File: src/rtl/mole_game_fsm.sv
// mole_game_fsm: whack-a-mole game controller.
// Sequences start delay, mole requests on note ticks, whack/miss decisions,
// lives/score bookkeeping and game over. Drives the display mux state code
// and mole location, and issues one-cycle whack/miss sound pulses.
// Optional feature macro: MOLE_EARLY_WHACK_EN -- when defined, a matching
// stomp while the mole is still ascending counts as a whack.
module mole_game_fsm #(
    parameter int START_DELAY  = 130_000_000,
    parameter int MOLE_TIMEOUT = 97_500_000,
    parameter int SOUND_CYCLES = 32_500_000,
    parameter int LIVES_INIT   = 3,
    parameter int SCORE_W      = 8
) (
    input  logic               clk,
    input  logic               reset,
    input  logic               start,
    input  logic               note_tick,
    input  logic               stomp_valid,
    input  logic [2:0]         stomp_location,
    input  logic               popup_done,
    output logic [3:0]         state,
    output logic [2:0]         mole_location,
    output logic [2:0]         lives,
    output logic [SCORE_W-1:0] score,
    output logic               whack_pulse,
    output logic               miss_pulse
);

    // State codes are fixed by the display mux that consumes them.
    localparam logic [3:0] IDLE                  = 4'd0;
    localparam logic [3:0] GAME_START_DELAY      = 4'd1;
    localparam logic [3:0] GAME_ONGOING          = 4'd2;
    localparam logic [3:0] REQUEST_MOLE          = 4'd3;
    localparam logic [3:0] MOLE_COUNTDOWN        = 4'd4;
    localparam logic [3:0] MOLE_MISSED           = 4'd5;
    localparam logic [3:0] MOLE_WHACKED          = 4'd6;
    localparam logic [3:0] GAME_OVER             = 4'd8;
    localparam logic [3:0] MOLE_MISSED_SOUND     = 4'd9;
    localparam logic [3:0] MOLE_WHACKED_SOUND    = 4'd10;
    localparam logic [3:0] MOLE_ASCENDING        = 4'd13;
    localparam logic [3:0] HAPPY_MOLE_DESCENDING = 4'd14;
    localparam logic [3:0] DEAD_MOLE_DESCENDING  = 4'd15;

    // Terminal timer values: a state lasting N cycles leaves when timer == N-1.
    localparam logic [27:0] START_LAST   = 28'(START_DELAY - 1);
    localparam logic [27:0] TIMEOUT_LAST = 28'(MOLE_TIMEOUT - 1);
    localparam logic [27:0] SOUND_LAST   = 28'(SOUND_CYCLES - 1);
    localparam logic [27:0] TIMER_MAX    = '1;

    localparam logic [2:0]         LIVES_RST = 3'(LIVES_INIT);
    localparam logic [7:0]         LFSR_SEED = 8'hB8;
    localparam logic [SCORE_W-1:0] SCORE_MAX = '1;

    logic [27:0] timer;
    logic [7:0]  lfsr;
    logic [3:0]  next_state;
    logic        stomp_hit;
    logic        lfsr_fb;

    // Score increment that sticks at all-ones instead of wrapping.
    function automatic logic [SCORE_W-1:0] score_sat_inc(input logic [SCORE_W-1:0] s);
        return (s == SCORE_MAX) ? s : s + SCORE_W'(1);
    endfunction

    // Lives decrement floored at zero.
    function automatic logic [2:0] lives_floor_dec(input logic [2:0] l);
        return (l == 3'd0) ? 3'd0 : l - 3'd1;
    endfunction

    // Never pop the same hole twice in a row: bump by one (mod 8) on a repeat.
    function automatic logic [2:0] pick_location(input logic [2:0] cand,
                                                 input logic [2:0] prev);
        return (cand == prev) ? cand + 3'd1 : cand;
    endfunction

    assign stomp_hit = stomp_valid && (stomp_location == mole_location);

    // x^8 + x^6 + x^5 + x^4 + 1, Fibonacci form shifting toward the MSB.
    assign lfsr_fb = lfsr[7] ^ lfsr[5] ^ lfsr[4] ^ lfsr[3];

    // Next-state decode; unused codes (upsets) fall back to IDLE.
    always_comb begin
        next_state = state;
        case (state)
            IDLE: begin
                if (start) next_state = GAME_START_DELAY;
            end
            GAME_START_DELAY: begin
                if (timer == START_LAST) next_state = GAME_ONGOING;
            end
            GAME_ONGOING: begin
                if (lives == 3'd0)  next_state = GAME_OVER;
                else if (note_tick) next_state = REQUEST_MOLE;
            end
            REQUEST_MOLE: begin
                next_state = MOLE_ASCENDING;
            end
            MOLE_ASCENDING: begin
`ifdef MOLE_EARLY_WHACK_EN
                if (stomp_hit)       next_state = MOLE_WHACKED;
                else if (popup_done) next_state = MOLE_COUNTDOWN;
`else
                if (popup_done) next_state = MOLE_COUNTDOWN;
`endif
            end
            MOLE_COUNTDOWN: begin
                // A whack landing on the timeout cycle still counts as a whack.
                if (stomp_hit)                  next_state = MOLE_WHACKED;
                else if (timer == TIMEOUT_LAST) next_state = MOLE_MISSED;
            end
            MOLE_WHACKED: begin
                next_state = MOLE_WHACKED_SOUND;
            end
            MOLE_MISSED: begin
                next_state = MOLE_MISSED_SOUND;
            end
            MOLE_WHACKED_SOUND: begin
                if (timer == SOUND_LAST) next_state = DEAD_MOLE_DESCENDING;
            end
            MOLE_MISSED_SOUND: begin
                if (timer == SOUND_LAST) next_state = HAPPY_MOLE_DESCENDING;
            end
            HAPPY_MOLE_DESCENDING, DEAD_MOLE_DESCENDING: begin
                if (popup_done) next_state = GAME_ONGOING;
            end
            GAME_OVER: begin
                if (start) next_state = IDLE;
            end
            default: begin
                next_state = IDLE;
            end
        endcase
    end

    // State register and shared timer: cleared on any state change, saturating.
    always_ff @(posedge clk) begin
        if (reset) begin
            state <= IDLE;
            timer <= '0;
        end else begin
            state <= next_state;
            if (next_state != state) timer <= '0;
            else if (timer != TIMER_MAX) timer <= timer + 28'd1;
        end
    end

    // Game bookkeeping, free-running LFSR and sound pulses.
    always_ff @(posedge clk) begin
        if (reset) begin
            lfsr          <= LFSR_SEED;
            mole_location <= 3'd0;
            lives         <= LIVES_RST;
            score         <= '0;
            whack_pulse   <= 1'b0;
            miss_pulse    <= 1'b0;
        end else begin
            lfsr        <= {lfsr[6:0], lfsr_fb};
            // Pulses coincide with the one-cycle WHACKED/MISSED states.
            whack_pulse <= (next_state == MOLE_WHACKED);
            miss_pulse  <= (next_state == MOLE_MISSED);
            case (state)
                IDLE: begin
                    if (start) begin
                        lives <= LIVES_RST;
                        score <= '0;
                    end
                end
                REQUEST_MOLE: begin
                    mole_location <= pick_location(lfsr[2:0], mole_location);
                end
                MOLE_WHACKED: begin
                    score <= score_sat_inc(score);
                end
                MOLE_MISSED: begin
                    lives <= lives_floor_dec(lives);
                end
                default: begin
                end
            endcase
        end
    end

endmodule

File: config.mk
export PLATFORM = sky130hd
export DESIGN_NAME = mole_game_fsm
export DESIGN_NICKNAME = d
export VERILOG_FILES = /design/src/rtl/mole_game_fsm.sv
export SDC_FILE = /design/constraint.sdc
export NUM_CORES = 1
export LEC_CHECK = 0
export ABC_CLOCK_PERIOD_IN_PS = 2840
export CAP_MARGIN = 10
export CORE_MARGIN = 2
export CORE_UTILIZATION = 53
export CTS_BUF_LIST = sky130_fd_sc_hd__clkbuf_4
export DETAILED_ROUTE_END_ITERATION = 10
export PLACE_DENSITY = 0.81
export SYNTH_ARGS = -nofsm -noshare
export SYNTH_HDL_FRONTEND = slang
export SYNTH_SLANG_ARGS = --single-unit
export TNS_END_PERCENT = 1
File: constraint.sdc
create_clock -name clk -period 2.84 [get_ports clk]
set_input_delay 0.568 -clock clk [delete_from_list [all_inputs] [get_ports clk]]
set_output_delay 0.568 -clock clk [all_outputs]
set_load 0.01 [all_outputs]
==> run_results.csv <==
group,metric,value,unit
clock_network,cts.sink_count,56,
clock_network,clock-root-buffer,"clkbuf_4",
global_route,grt_pass1_vias,2472,
place,place_hpwl,4646,um
timing,grt_setup_unrepaired,"false",
timing,final-setup-viol-count,0,
synth,syn_nets,377,
clock_network,cts_resized,0,
synth,netlist.area_leader.share,35.30,%
clock_network,clkSlewWorstSetupHoldPaths,150,ps
final_layout,final_nets,402,
worst_setup_path,crit_path_cell_trace,"ha_1 -> and4_1 -> and4_1 -> a32o_1 -> o211a_4 -> mux2i_4 -> buf_12 -> nor4_1",
outcome,outcome,"finished clean",
worst_setup_path,cp-startpoint,"timer[0]",
min_path,timing.hold.worst.start,"lfsr[6]",
synth,yosys.area.top_type,"dfxtp_1",
final_layout,insertedDiodeCount,0,
floorplanning,placementRows,28,
timing,layout_worst_path_cycle_share,83.64,%
routing,wl,6591,um
timing,timing.fmax,421.0,MHz
worst_setup_path,critical-path-max-stage-delay,370,ps
final_layout,final_layout_size_suffix_gt1_share,11.05,%
synth,synth_seq_area_share,35.30,%
global_route,grt_first_pass_wirelength,10950,um
synth,commonest_register_cell_after_synthesis,"dfxtp_1",
synth,post_synth_instance_area,0.003176,mm2
timing,slew-limit-headroom,53.58,%
timing,maxSlewViolCount,0,
timing,worst_pin_slew,691.0,ps
clock_network,post-cts-setup-buffers,0,
floorplanning,pin_count,29,
timing,finalSetupTns,0,ps
place,gp_congestion,0.8872,
global_route,globalRouteOverflowTotal,0,
final_layout,layout-area-overhead-vs-synth,13.24,%
clock_network,number_of_buffers_on_the_longest_clock_path,2,
global_route,pin_count_of_the_biggest_net_entering_global_routing,29,
min_path,hold_class,"flip-flop to flip-flop",
power_and_ir_drop,pwr_density_cell,385.2,mW/mm2
routing,final_antenna_net_count,0,
synth,cell_count_after_synthesis,363,
worst_setup_path,cp_max_fo,28,
worst_setup_path,critPathMostFrequentCell,"and4_1",
synth,synth-edff-count,0,
run,max_cap_viol_count,0,
global_route,initial_antenna_violation_count,0,
worst_setup_path,critical-path-top-delay-family,"simple AND/OR/NAND/NOR gates",
final_layout,layout_commonest_cell,"dfxtp_1",
place,buffer_ports.inserted,28,
timing,period_needed,2375,ps
timing,timing.final.hold_violations,0,
worst_setup_path,criticalPathCategory,"flip-flop to flip-flop",
synth,synth.avg_cell_area,8.748,um2
worst_setup_path,crit_buf_inv,1,
final_layout,final_design_area_no_fill,0.003596,mm2
global_route,global_route.usage.total,20.46,%
worst_setup_path,cp-end-kind,"flip-flop",
clock_network,numCtsBuffers,5,
routing,dr.first_iter.drc_count,145,
floorplanning,chipHeight,81.41,um
clock_network,worstSkewPairLatency,370,ps
synth,post_synth_main_area_contributors,"dfxtp_1, nor3_2, xnor2_1",
power_and_ir_drop,vdd_ir_drop_max,0.2355,mV
routing,detailroute.via_count,2730,
final_layout,layout.cells.most_common_list,"dfxtp_1, clkdlybuf4s50_1, nand2_1",
clock_network,post_cts_hold_buffer_count,0,
clock_network,h-tree-depth,2,
synth,yosys_register_bits,56,
floorplanning,floorplan.die_area,0.006627,mm2
worst_setup_path,required,3130,ps
routing,viasPerCell,5.884,
worst_setup_path,cp_data_arrival_time,2670,ps
floorplanning,placeableCoreArea,0.005851,mm2
floorplanning,floorplan.initialDensity,54.28,%
synth,yosys.cell_types.count,52,
routing,post_route_drc,0,
worst_setup_path,rr_startpoint,"timer[0]",
synth,synth-async-reset-ratio,0,%
final_layout,filler_cell_count,504,
worst_setup_path,timing.critical_path.from_type,"flip-flop",
floorplanning,die-width,81.41,um
synth,yosys_warnings,0,
clock_network,cts_tree,"yes",
place,placed_cell_area,0.003521,mm2
routing,wl_per_cell,14.20,um
worst_setup_path,crit_path_top_delay_cell,"dfxtp_1",
timing,fin_worst_skew,9.993,ps
routing,number_of_detailed_routing_iterations_run_before_antenna_repair,5,
power_and_ir_drop,static-leakage-power,1.169,nW
report_power, final:
group	leakage, nW	switching, mW	internal (mW)
Clock	0.0403	0.242	0.180
Sequential	0.454	0.0158	0.798
Combinational	0.675	0.0825	0.0656
Total	1.17	0.341	1.04
per-layer routing:
layer	wire (um)	global-route usage (%)	part of all wire, %
met1	3070	26.01	47
met2	3172	35.74	48
met3	281	3.556	4.3
met4	67	5.085	1.0
met5	0	0	0
metrics by stage:
stage / util [%] / hold slack, ps / power (mW) / setup slack (ps) / instances
after floorplan: - / 389.5 / 0.9412 / 668.6 / 363
final: 61.46 / 427.0 / 1.385 / 464.7 / 464
after global placement: 60.18 / 393.4 / 0.9753 / 419.7 / 456
after CTS: 61.46 / 428.6 / 1.401 / 454.7 / 464
after detailed placement: 60.18 / 393.2 / 0.9796 / 377.8 / 456
after global routing: 61.46 / 461.4 / 1.444 / 328.3 / 464
path summary, 6_finish.rpt:
path	endpoint	slack, ps	depth (start not counted)
hold reg to reg	lfsr[7]	430	1
setup / recovery	timer[25]	460	8
setup reg to reg	timer[25]	460	8
hold / removal	lfsr[7]	430	1
cells by family (layout without fill, tap and decap cells):
group | Yosys count | count (layout) | share of synthesized area, %
muxes | 5 | 5 | 2.009
adders and majority gates | 5 | 5 | 1.970
and+or+nand+nor | 186 | 186 | 35.82
AOI/OAI and AO/OA | 44 | 44 | 9.299
buffers and inverters | 26 | 52 | 4.294
xor gates and xnor gates | 41 | 41 | 11.31
DFF | 56 | 56 | 35.30
cell usage after synthesis (5+ instances only):
library cell  count
a21oi_1          11
buf_2             7
nand2_1          27
nand4_1          14
nor3b_1           6
xor2_1           18
and4_1            7
nand3_1          24
dfxtp_1          56
inv_1             9
nor2_1           25
ha_1              5
nor3_1           18
xnor2_1          23
nor4_1            5
or2_2             5
and3_1            5
nor2b_1          10
o21ai_0           9
nor3_2           21
sequential cells by signal, indices dropped and copies added, names as in the netlist:
signal         cells
lfsr               8
whack_pulse        1
score              8
miss_pulse         1
lives              3
timer             28
state              4
mole_location      3
cell type report:
type                       count  area, um2  area share [%]
sequential                    56       1121           31.18
clock inverter                 3      37.54           1.044
multi-input combinational    281       1918           53.34
timing repair buffer          34      350.3           9.743
inverter                      10      37.54           1.044
tap                           75      93.84           2.610
clock buffer                   5      37.54           1.044
Power figures use the tool's default switching activity.
